### src/rtl/mlblock_res_drain.sv
// Result-frame drain: buffers whole tile result frames and streams them lane by lane.
// Optional signed saturation of each lane to OUT_W is enabled by MLBLOCK_RES_DRAIN_SAT_EN.
module mlblock_res_drain #(
  parameter int RES_W         = 32,
  parameter int PORT_RES_SIZE = 4,
  parameter int OUT_W         = 16,
  parameter int FIFO_DEPTH    = 4
) (
  input  logic                           clk,
  input  logic                           reset,
  input  logic [PORT_RES_SIZE*RES_W-1:0] res_in,
  input  logic                           res_valid,
  output logic                           res_accept,
  output logic [OUT_W-1:0]               m_data,
  output logic                           m_valid,
  input  logic                           m_ready,
  output logic                           m_last,
  output logic [$clog2(FIFO_DEPTH):0]    frame_cnt,
  output logic                           overflow,
  output logic                           sat_flag,
  input  logic                           clr_flags
);

  localparam int PW = $clog2(FIFO_DEPTH);
  localparam int LW = (PORT_RES_SIZE > 1) ? $clog2(PORT_RES_SIZE) : 1;
  localparam int FW = PORT_RES_SIZE * RES_W;
  localparam logic [PW:0]   DEPTH_C   = (PW+1)'(FIFO_DEPTH);
  localparam logic [LW-1:0] LAST_LANE = LW'(PORT_RES_SIZE - 1);

  logic [FW-1:0]    mem [FIFO_DEPTH];
  logic [PW-1:0]    wr_ptr;
  logic [PW-1:0]    rd_ptr;
  logic [LW-1:0]    lane_idx;
  logic [RES_W-1:0] lane;
  logic [OUT_W-1:0] word;
  logic             full;
  logic             push;
  logic             drop;
  logic             xfer;
  logic             pop;

  // Stream handshake: a word moves when m_valid && m_ready at the rising edge;
  // while m_valid is high and m_ready low, m_data/m_last stay put.
  assign full       = (frame_cnt == DEPTH_C);
  assign res_accept = !full;
  assign push       = res_valid && !full;
  assign drop       = res_valid && full;
  assign m_valid    = (frame_cnt != '0);
  assign xfer       = m_valid && m_ready;
  assign pop        = xfer && (lane_idx == LAST_LANE);
  assign m_last     = m_valid && (lane_idx == LAST_LANE);

  always_ff @(posedge clk) begin
    if (push) mem[wr_ptr] <= res_in;
  end

  always_ff @(posedge clk or negedge reset) begin
    if (!reset) begin
      wr_ptr    <= '0;
      rd_ptr    <= '0;
      lane_idx  <= '0;
      frame_cnt <= '0;
    end else begin
      if (push) wr_ptr <= wr_ptr + PW'(1);
      if (xfer) begin
        if (pop) begin
          lane_idx <= '0;
          rd_ptr   <= rd_ptr + PW'(1);
        end else begin
          lane_idx <= lane_idx + LW'(1);
        end
      end
      case ({push, pop})
        2'b10:   frame_cnt <= frame_cnt + 1'b1;
        2'b01:   frame_cnt <= frame_cnt - 1'b1;
        default: frame_cnt <= frame_cnt;
      endcase
    end
  end

  // A full-cycle offer is dropped even if the head frame pops on the same edge.
  always_ff @(posedge clk or negedge reset) begin
    if (!reset)         overflow <= 1'b0;
    else if (drop)      overflow <= 1'b1;
    else if (clr_flags) overflow <= 1'b0;
  end

  always_comb begin
    lane = '0;
    for (int k = 0; k < PORT_RES_SIZE; k++) begin
      if (lane_idx == LW'(k)) lane = mem[rd_ptr][k*RES_W +: RES_W];
    end
  end

`ifdef MLBLOCK_RES_DRAIN_SAT_EN
  localparam int HW = RES_W - OUT_W + 1;
  logic [HW-1:0] hi;
  logic          clamp;

  // In range exactly when every bit from the OUT_W sign position upward agrees.
  assign hi    = lane[RES_W-1:OUT_W-1];
  assign clamp = !((&hi) || !(|hi));

  always_comb begin
    word = lane[OUT_W-1:0];
    if (clamp) word = lane[RES_W-1] ? {1'b1, {(OUT_W-1){1'b0}}} : {1'b0, {(OUT_W-1){1'b1}}};
  end

  always_ff @(posedge clk or negedge reset) begin
    if (!reset)              sat_flag <= 1'b0;
    else if (xfer && clamp)  sat_flag <= 1'b1;
    else if (clr_flags)      sat_flag <= 1'b0;
  end
`else
  logic unused_lane;
  assign unused_lane = ^lane;
  assign word        = lane[OUT_W-1:0];
  assign sat_flag    = 1'b0;
`endif

  assign m_data = m_valid ? word : '0;

endmodule

### config.mk
export PLATFORM = sky130hd
export DESIGN_NAME = mlblock_res_drain
export DESIGN_NICKNAME = d
export VERILOG_FILES = /design/src/rtl/mlblock_res_drain.sv
export SDC_FILE = /design/constraint.sdc
export NUM_CORES = 1
export LEC_CHECK = 0
export BUFFER_PORTS_ARGS = -buffer_cell sky130_fd_sc_hd__buf_2
export CAP_MARGIN = 20
export CORE_UTILIZATION = 32
export CTS_BUF_LIST = sky130_fd_sc_hd__clkbuf_2 sky130_fd_sc_hd__clkbuf_4 sky130_fd_sc_hd__clkbuf_8
export CTS_CLUSTER_DIAMETER = 60
export CTS_CLUSTER_SIZE = 8
export DETAILED_ROUTE_END_ITERATION = 6
export HOLD_SLACK_MARGIN = 0.12
export SLEW_MARGIN = 20
export SYNTH_ARGS = -nofsm -noshare
export SYNTH_HDL_FRONTEND = slang
export SYNTH_SLANG_ARGS = --single-unit
export TNS_END_PERCENT = 30
### constraint.sdc
create_clock -name clk -period 3.1 [get_ports clk]
set_input_delay 0.31 -clock clk [delete_from_list [all_inputs] [get_ports clk]]
set_output_delay 0.31 -clock clk [all_outputs]
set_load 0.05 [all_outputs]
==> impl_metrics.toml <==
[power]
leakage_component_of_the_power_uw = 0.004625
power-per-cell-area_mw_per_mm2 = 954.9
peakVddDrop_uv = 425.0

[clock_network]
clkLatencyLatePin_ns = 0.54
tritoncts = "done"
cts.reportedPaths.clkPinSlew_ns = 0.06
cts.sink_count = 266
cts_inserted_buffers = 39
h_tree_depth = 2
cts_buffer_depth = 3
clock_root_buffer = "clkbuf_8"

[routing]
avgViaCountPerCell = 4.721
avg_wl_per_cell_um = 18.62
route.antenna.remaining_nets = 0
drtIter0Drc = 378
routed_wirelength_um = 22460
drt-pass1-iter-count = 4
vias = 5693
drc = 0

[final_layout]
areaGrowthSynthToFinish_pct = 22.91
finalInstanceArea_mm2 = 0.01286
fin_util = 0.4035
most-common-layout-cells = "edfxtp_1 (256), mux2i_1 (97), buf_2 (84)"
layout.cells.most_common = "edfxtp_1"
final_net_count = 905
drive_gt1_frac = 0.2484

[placement]
io_buffers = 91
place_congestion = 0.6905
placement.cell_area_mm2 = 0.01151
place_hpwl_um = 13780

[critical_path]
r2r_end = "frame_cnt[2]"
crit_path_end_kind = "output port"
criticalPathCategory = "reg2out"
critical_path.max_stage_delay_ns = 0.51
r2r-start = "lane_idx[0]"
critical-path-slowest-cell = "or3b_4"
worstSetupStartpointType = "register"
cells_along_the_critical_path = "ha_1 > or3b_4 > buf_4 > o22ai_1 > o21bai_1 > a21oi_1 > buf_2"
cp_max_fo = 10
ff2ff_path_depth = 8
setup.reg_to_reg.worst_slack_ns = 1.01
critical_path_arrival_ns = 2.68
critPathRequiredTime_ns = 2.79

[floorplan]
die_area_mm2 = 0.03343
starting_utilization_of_the_core_area = 0.3283
die_h_um = 182.8
core_mm2 = 0.03188
chip_width_um = 182.8
core.rowCount = 65
boundaryPins = 157

[yosys]
complex_gate_fraction_of_the_synthesized_area = 0.05775
postSynthCellCount = 572
synth.ff_latch_count = 266
synth_top_family_by_area = "multiplexers"
xor_xnor_share_of_the_synthesized_area = 0.005022
synth_edf_count = 256
synth.distinct_cells = 33
share_of_cell_area_taken_by_muxes_after_synthesis = 0.1297
synth_simple_gate_area_frac = 0.01602
mapped_cell_area_mm2 = 0.01047
yosys_warnings = 0
synth_top_flop_cell = "edfxtp_1"
postSynthNetCount = 715
async_flop_share = 0.03759
seq_area_frac_synth = 0.7585
synthAdderAreaFrac = 0.01267
avgSynthCellArea_um2 = 18.30

[global_route]
gr-usage-all-layers = 0.1357
total_congestion_overflow_after_global_routing = 0
global_route_wire_length_before_repair_um = 34440
first_global_vias = 6004
maximum_number_of_pins_on_one_net_before_global_route_repair = 53
grt_antenna_before_repair = 2

[hold_path]
hold_end = "overflow"
holdCritPathClass = "in2reg"
min_from = "res_valid"
hold_path_stages = 2

[sta]
holdWs_ns = 0.1515
period_needed_ns = 2.986
clock.fmax_ghz = 0.3349
tns_ns = 0
max-slew-margin-rel = 0.5311
actual_transition_at_the_worst_max_transition_pin_ns = 0.7033
clock-skew-final_ns = 0.02924
post-route-period-util = 0.9632
timing.final.setup_violations = 0
report.final.slew_viol_count = 0
timing.final.hold_violations = 0
rsz0062_at_grt = "no"

[job]
max_cap_check_violation_count = 0

[outcome]
outcome = "finished, final reports clean"
## how the worst max path moves through the flow
stage | startpoint | to | depth (start not counted)
floorplan | frame_cnt[0] | mem[2][0] | 3
CTS | lane_idx[1] | m_data[12] | 8
detailed placement | lane_idx[0] | m_data[12] | 8
finish | lane_idx[0] | m_data[9] | 7
global placement | lane_idx[0] | m_data[10] | 7
global route | lane_idx[1] | m_data[12] | 8
## cells in the mapped netlist (2+ instances only)
library cell,instances,area (um^2)
a21oi_1,16,80.08
and3_1,5,31.28
buf_2,11,55.05
buf_4,6,45.04
buf_6,3,33.78
clkbuf_1,11,41.29
dfrtp_1,10,250.2
edfxtp_1,256,7687
ha_1,9,112.6
inv_1,9,33.78
mux2i_1,97,970.9
mux4_2,15,337.8
nand2_1,6,22.52
nand2b_1,2,12.51
nor2_1,18,67.56
o21ai_0,16,80.08
o21bai_1,16,120.1
o22ai_1,47,294.0
xnor2_1,3,26.28
xor2_1,3,26.28
## repair_timing
action,4_1_cts,5_1_grt
endpoints found under the hold margin,267,0
pin swaps,0,2
gates resized for setup,1,15
hold buffers,66,0
buffers inserted,0,2
endpoints found under the setup margin,10,10
## per-layer routing
layer / global-route usage / vias up / share of wire
li1: - / 2634 / -
met1: 0.1714 / 2897 / 0.43
met2: 0.2308 / 126 / 0.49
met3: 0.03118 / 36 / 0.052
met4: 0.04300 / 0 / 0.021
met5: 0 / - / 0
## where the power goes
part           internal [uW]  switching (uW)  leakage (uW)  total, uW
Clock                   1250            1170      0.000327       2430
Sequential              4760             276       0.00246       5040
Combinational           1680            3130       0.00184       4810
Total                   7700            4580       0.00462      12300
## metrics by stage
step	setup slack [ns]	total power (uW)	instances
3_5_place_dp	0.4093	9793	1088
6_report	0.1141	12280	1206
5_1_grt	0.003703	12920	1206
4_1_cts	0.01682	12320	1202
2_1_floorplan	-0.1780	8428	572
3_3_place_gp	0.4037	9741	1088
## sequential cells by signal, indices dropped and copies added (netlist names)
signal,flops
mem,256
frame_cnt,3
lane_idx,2
rd_ptr,2
wr_ptr,2
overflow,1
## kinds of logic (layout without fill, tap and decap cells)
kind of cell	after synthesis	count (layout)
mux	115	115
xor+xnor	6	6
compound gates	98	98
buf+inv	40	237
other cells	1	3
fa+ha+maj	10	10
simple gates	36	36
flops	266	266
## area by class of cell
| type | count | area (um^2) |
|---|---|---|
| inverter | 9 | 33.78 |
| clock buffer | 47 | 609.3 |
| fill | 2978 | 19020 |
| timing repair buffer | 180 | 1376 |
| antenna | 2 | 5.005 |
| multi-input combinational | 266 | 2342 |
| tap | 435 | 544.3 |
| sequential | 266 | 7943 |
| clock inverter | 1 | 8.758 |
## critical path, delay by kind of cell (launching register included)
kind / cells / cell delay, ns
fa+ha+maj: 1 / 0.28
compound gates: 3 / 0.45
flops: 1 / 0.43
simple gates: 1 / 0.51
buf+inv: 2 / 0.48
Note: power is estimated with default switching activity, not from simulation.
